$ cat src/rtl/uart_tx_if.sv
// Parallel-side handshake and serial-line bundle for uart_tx.
// The master drives tx_data/tx_start; the slave (transmitter) drives the rest.
interface uart_tx_if #(
  parameter int DATA_BITS = 8
);
  logic [DATA_BITS-1:0] tx_data;
  logic                 tx_start;
  logic                 tx_ready;
  logic                 tx;
  logic                 tx_busy;
  logic                 tx_done;

  modport master (
    output tx_data, tx_start,
    input  tx_ready, tx, tx_busy, tx_done
  );

  modport slave (
    input  tx_data, tx_start,
    output tx_ready, tx, tx_busy, tx_done
  );
endinterface

$ cat src/rtl/uart_tx.sv
// UART transmitter: one byte per valid/ready handshake, shifted out as
// start, data LSB first, optional parity, then one or two stop bits.
module uart_tx #(
  parameter int CLKS_PER_BIT = 1,
  parameter int DATA_BITS    = 8,
  parameter int PARITY_EN    = 0,
  parameter int PARITY_ODD   = 0,
  parameter int STOP_BITS    = 1
) (
  input  logic     clk,
  input  logic     rst,
  uart_tx_if.slave bus
);
  localparam int CNT_W = (CLKS_PER_BIT > 1) ? $clog2(CLKS_PER_BIT) : 1;
  localparam int BIT_W = $clog2(DATA_BITS);

  typedef enum logic [2:0] {IDLE, START, DATA, PARITY, STOP} state_t;

  state_t               state_reg, state_next;
  logic [CNT_W-1:0]     baud_reg;
  logic [BIT_W-1:0]     bit_reg;
  logic                 stop_reg;
  logic [DATA_BITS-1:0] shift_reg;
  logic                 parity_reg;
  logic                 tx_reg, tx_next;
  logic                 done_reg, done_next;

  logic accept, tick, last_bit, last_stop;

  assign accept    = bus.tx_start && (state_reg == IDLE);
  assign tick      = (baud_reg == CNT_W'(CLKS_PER_BIT - 1));
  assign last_bit  = (bit_reg == BIT_W'(DATA_BITS - 1));
  assign last_stop = (stop_reg == (STOP_BITS == 2));

  always_ff @(posedge clk) begin
    if (rst) state_reg <= IDLE;
    else     state_reg <= state_next;
  end

  always_comb begin
    state_next = state_reg;
    case (state_reg)
      IDLE:    if (accept) state_next = START;
      START:   if (tick) state_next = DATA;
      DATA:    if (tick && last_bit) state_next = (PARITY_EN != 0) ? PARITY : STOP;
      PARITY:  if (tick) state_next = STOP;
      STOP:    if (tick && last_stop) state_next = IDLE;
      default: state_next = IDLE;
    endcase
  end

  // tx_next is the level for the bit that begins at the coming edge, so the
  // registered line only ever changes on bit boundaries.
  always_comb begin
    tx_next   = 1'b1;
    done_next = 1'b0;
    case (state_reg)
      IDLE:   if (accept) tx_next = 1'b0;
      START:  tx_next = tick ? shift_reg[0] : 1'b0;
      DATA: begin
        if (!tick)                  tx_next = shift_reg[0];
        else if (!last_bit)         tx_next = shift_reg[1];
        else if (PARITY_EN != 0)    tx_next = parity_reg;
      end
      PARITY: tx_next = tick ? 1'b1 : parity_reg;
      STOP:   done_next = tick && last_stop;
      default: tx_next = 1'b1;
    endcase
  end

  always_ff @(posedge clk) begin
    if (rst) begin
      baud_reg   <= '0;
      bit_reg    <= '0;
      stop_reg   <= 1'b0;
      shift_reg  <= '0;
      parity_reg <= 1'b0;
      tx_reg     <= 1'b1;
      done_reg   <= 1'b0;
    end else begin
      tx_reg   <= tx_next;
      done_reg <= done_next;
      if (state_reg == IDLE) begin
        baud_reg <= '0;
        bit_reg  <= '0;
        stop_reg <= 1'b0;
        if (accept) begin
          shift_reg  <= bus.tx_data;
          parity_reg <= (^bus.tx_data) ^ (PARITY_ODD != 0);
        end
      end else begin
        baud_reg <= tick ? '0 : baud_reg + 1'b1;
        if (tick && state_reg == DATA) begin
          shift_reg <= shift_reg >> 1;
          bit_reg   <= last_bit ? '0 : bit_reg + 1'b1;
        end
        if (tick && state_reg == STOP) stop_reg <= !stop_reg;
      end
    end
  end

  assign bus.tx_ready = (state_reg == IDLE) && !rst;
  assign bus.tx_busy  = (state_reg != IDLE);
  assign bus.tx       = tx_reg;
  assign bus.tx_done  = done_reg;
endmodule

$ cat src/flat_wrapper.sv
// flat-port wrapper written by rule: the top's interface ports become plain ports
module uart_tx_flat 
#(
  parameter int CLKS_PER_BIT = 1,
  parameter int DATA_BITS    = 8,
  parameter int PARITY_EN    = 0,
  parameter int PARITY_ODD   = 0,
  parameter int STOP_BITS    = 1
)
  (clk, rst, bus_tx_data, bus_tx_start, bus_tx_ready, bus_tx, bus_tx_busy, bus_tx_done);
  uart_tx_if #(.DATA_BITS(DATA_BITS)) bus_i ();
  input  logic clk;
  input  logic rst;
  input wire logic [$bits(bus_i.tx_data)-1:0] bus_tx_data;
  input wire logic [$bits(bus_i.tx_start)-1:0] bus_tx_start;
  output wire logic [$bits(bus_i.tx_ready)-1:0] bus_tx_ready;
  output wire logic [$bits(bus_i.tx)-1:0] bus_tx;
  output wire logic [$bits(bus_i.tx_busy)-1:0] bus_tx_busy;
  output wire logic [$bits(bus_i.tx_done)-1:0] bus_tx_done;
  assign bus_i.tx_data = bus_tx_data;
  assign bus_i.tx_start = bus_tx_start;
  assign bus_tx_ready = bus_i.tx_ready;
  assign bus_tx = bus_i.tx;
  assign bus_tx_busy = bus_i.tx_busy;
  assign bus_tx_done = bus_i.tx_done;
  uart_tx #(.CLKS_PER_BIT(CLKS_PER_BIT), .DATA_BITS(DATA_BITS), .PARITY_EN(PARITY_EN), .PARITY_ODD(PARITY_ODD), .STOP_BITS(STOP_BITS)) u_core (.clk(clk), .rst(rst), .bus(bus_i));
endmodule
$ cat config.mk
export PLATFORM = sky130hd
export DESIGN_NAME = uart_tx_flat
export DESIGN_NICKNAME = d
export VERILOG_FILES = /design/src/rtl/uart_tx_if.sv /design/src/rtl/uart_tx.sv /design/src/flat_wrapper.sv
export SDC_FILE = /design/constraint.sdc
export NUM_CORES = 1
export LEC_CHECK = 0
export CORE_MARGIN = 3
export CORE_UTILIZATION = 30
export CTS_CLUSTER_DIAMETER = 50
export CTS_CLUSTER_SIZE = 14
export DETAILED_ROUTE_END_ITERATION = 6
export PLACE_DENSITY = 0.55
export RECOVER_POWER = 100
export SETUP_SLACK_MARGIN = 0.4
export SLEW_MARGIN = 20
export SYNTH_ARGS = -nofsm -noshare
export SYNTH_HDL_FRONTEND = slang
export SYNTH_SLANG_ARGS = --single-unit
$ cat constraint.sdc
create_clock -name clk -period 3.83 [get_ports clk]
set_input_delay 0.766 -clock clk [delete_from_list [all_inputs] [get_ports clk]]
set_output_delay 0.766 -clock clk [all_outputs]
set_load 0.02 [all_outputs]
==> metrics.md <==
| Metric | Value |
|---|---|
| Final period util | 81.0% |
| RePlAce Congestion | 0.717 |
| Die height | 63.2 µm |
| Clock slew at reported path FFs | 110 ps |
| Area of the die | 0.00400 mm² |
| Fin crit period | 3100 ps |
| Num rows | 20 |
| Kind of critical path | reg2out |
| Dpl ws | 1100 ps |
| Min-delay worst type | reg2reg |
| DR pass1 iterations | 3 |
| Number of I/O port buffers | 14 |
| Flip-flop count of the largest register after layout | 8 |
| Reg2reg setup slack | 1100 ps |
| Setup TNS | 0 ps |
| Vias/cell | 4.69 |
| Number of diodes | 0 |
| 1st-iter DRT viols | 7 |
| Die width | 63.2 µm |
| Area growth syn-to-layout | 15.7% |
| Endpoints failing setup | 0 |
| Layout cells sized above 1 | 5.08% |
| R2r endpoint | u_core.shift_reg[7] |
| Via count | 760 |
| Drt wl/cell | 11.4 µm |
| Routed Antenna Nets | 0 |
| Mapped Nets | 120 |
| Most frequent cells in the layout | dfxtp_1, nor2_1, mux2i_1 |
| CP Launch Type | register |
| Max FO, Critical Path | 17 |
| WHS Path Cells | 2 |
| First-pass GRT wire length | 3.22 mm |
| Seq/Total Area, Yosys | 38.7% |
| Warnings from Yosys | 0 |
| Leak Pwr | 0.395 nW |
| Synth unique cells | 27 |
| FMAX | 322 MHz |
| Hold path startpoint | u_core.stop_reg |
| RSZ-0062 raised after global routing | false |
| Inserted Clock Buffers | 3 |
| Avg Synthesized Cell Area | 9.18 µm² |
| Violated checks | max-capacitance violations, max-slew violations |
| Sink Count | 19 |
| Data arrival time of the worst path | 2340 ps |
| Hold Buf Count CTS | 0 |
| # Post-CTS Setup Buffers | 0 |
| Core area | 0.00308 mm² |
| Placed wire-length estimate | 1.34 mm |
| CP endpoint kind | output pin |
| CTS max path bufs | 2 |
| Setup Skew | 0.513 ps |
| Final WS setup | 728 ps |
| Vias in the first global route | 752 |
| Hold_ws | 475 ps |
| Status | finished, violations left |
| Final-report hold violation count | 0 |
| Register area | 380 µm² |
| Hold Path End | u_core.stop_reg |
| CTS tree | done |
| Synth Register Bits | 19 |
| R2R cell count | 4 |
| Gr usage total | 9.87% |
| GR Overflow Total | 0 |
| Cell Area, Synth | 982 µm² |
| CP required | 3060 ps |
| Clk Latency, worst-skew pair | 290 ps |
| Slew HR | -15.0% |
| Root Driver | clkbuf_4 |
| Starting Density | 31.9% |
| Drc violations | 0 |
| Multi-input gate area | 519 µm² |
| Post-Synthesis Cells | 107 |
| H-tree depth | 1 |
| Slew Limit Fails | 17 |
| Commonest non-fill, non-tap cell in the layout | dfxtp_1 |
| # fillers | 331 |
| Largest net degree at the start of global routing | 19 |
| Max Cap Viol | 1 |
| Worst VDD drop | 0.000199 V |
| Initial antenna violation count | 0 |
| Post_cts resized | 0 |
| Slew @ Worst Pin | 1710 ps |
| IO Pins | 15 |
| Cell area power density | 369 mW/mm² |
| Post-Route WL | 1.85 mm |
| Nets | 132 |
| Reg-to-Reg Start | u_core.state_reg[1] |
-- worst max-delay path, cell delays in order (launching register included) --
cell	delay (ps)
dfxtp_1	550
nor3_1	630
inv_1	120
nor2_1	130
clkdlybuf4s50_1	620
-- power by group --
group	total [mW]	internal, mW	switching (mW)
clock	0.101	0.0405	0.0608
sequential	0.227	0.212	0.0148
combinational	0.0909	0.0457	0.0452
total	0.419	0.298	0.121
-- per-layer routing --
metal,vias to the layer above,global-route usage (%),part of all wire [%]
li1,397,-,-
met1,344,11.7,47
met2,17,16.3,46
met3,2,4.10,7.0
met4,0,2.70,0.65
met5,-,0,0
-- logic make-up (layout without fill, tap and decap cells) --
| family | Yosys count | count (layout) | share of synthesized area (%) |
|---|---|---|---|
| flip-flops | 19 | 19 | 38.7 |
| adder cells (fa/ha/maj) | 2 | 2 | 2.55 |
| other | 1 | 1 | 0.382 |
| AO/OA/AOI/OAI | 22 | 22 | 17.2 |
| AND/OR/NAND/NOR | 35 | 35 | 18.6 |
| multiplexers | 10 | 10 | 10.2 |
| buffers and inverters | 11 | 22 | 6.11 |
| XOR/XNOR | 7 | 7 | 6.24 |
-- worst max-delay path by stage --
stage | depth (start not counted) | from | slack (ps) | to
global route | 4 | u_core.state_reg[1] | 460 | bus_tx_ready
CTS | 4 | u_core.state_reg[1] | 890 | bus_tx_ready
finish | 4 | u_core.state_reg[1] | 730 | bus_tx_ready
global placement | 3 | rst | 1100 | bus_tx_ready
floorplan | 3 | rst | 1540 | bus_tx_ready
detailed placement | 3 | rst | 1100 | bus_tx_ready
-- cell type report --
cell class,count,share of cell area [%]
sequential,19,33.5
multi-input combinational,77,45.7
timing repair buffer,15,12.7
clock buffer,4,2.31
tap,44,4.85
inverter,3,0.991
-- synthesized netlist by cell type --
library cell,n,area [µm²]
dfxtp_1,19,380
nor2_1,14,52.6
mux2i_1,10,100
a211oi_1,7,52.6
nor3_1,7,35.0
xnor2_1,7,61.3
a21oi_1,6,30.0
buf_2,3,15.0
clkbuf_1,3,11.3
inv_1,3,11.3
nand2_1,3,11.3
nand2b_1,3,18.8
o21ai_0,3,15.0
a211oi_2,2,25.0
buf_6,2,22.5
ha_1,2,25.0
nand3_1,2,10.0
nor3_2,2,20.0
a211oi_4,1,20.0
a221o_1,1,10.0
a22oi_1,1,7.51
a311oi_1,1,8.76
conb_1,1,3.75
nand2b_4,1,13.8
nand3b_1,1,7.51
nor3b_1,1,7.51
or3_1,1,6.26
-- metrics by stage --
step                      cell area [µm²]  power [mW]  util [%]  cells
after floorplan                       982       0.301         -    107
after global placement               1140       0.327      36.9    158
after detailed placement             1140       0.329      36.9    158
after CTS                            1160       0.432      37.8    162
after global routing                 1140       0.444      36.9    162
final                                1140       0.419      36.9    162
Note: power is estimated with default switching activity, not from simulation.
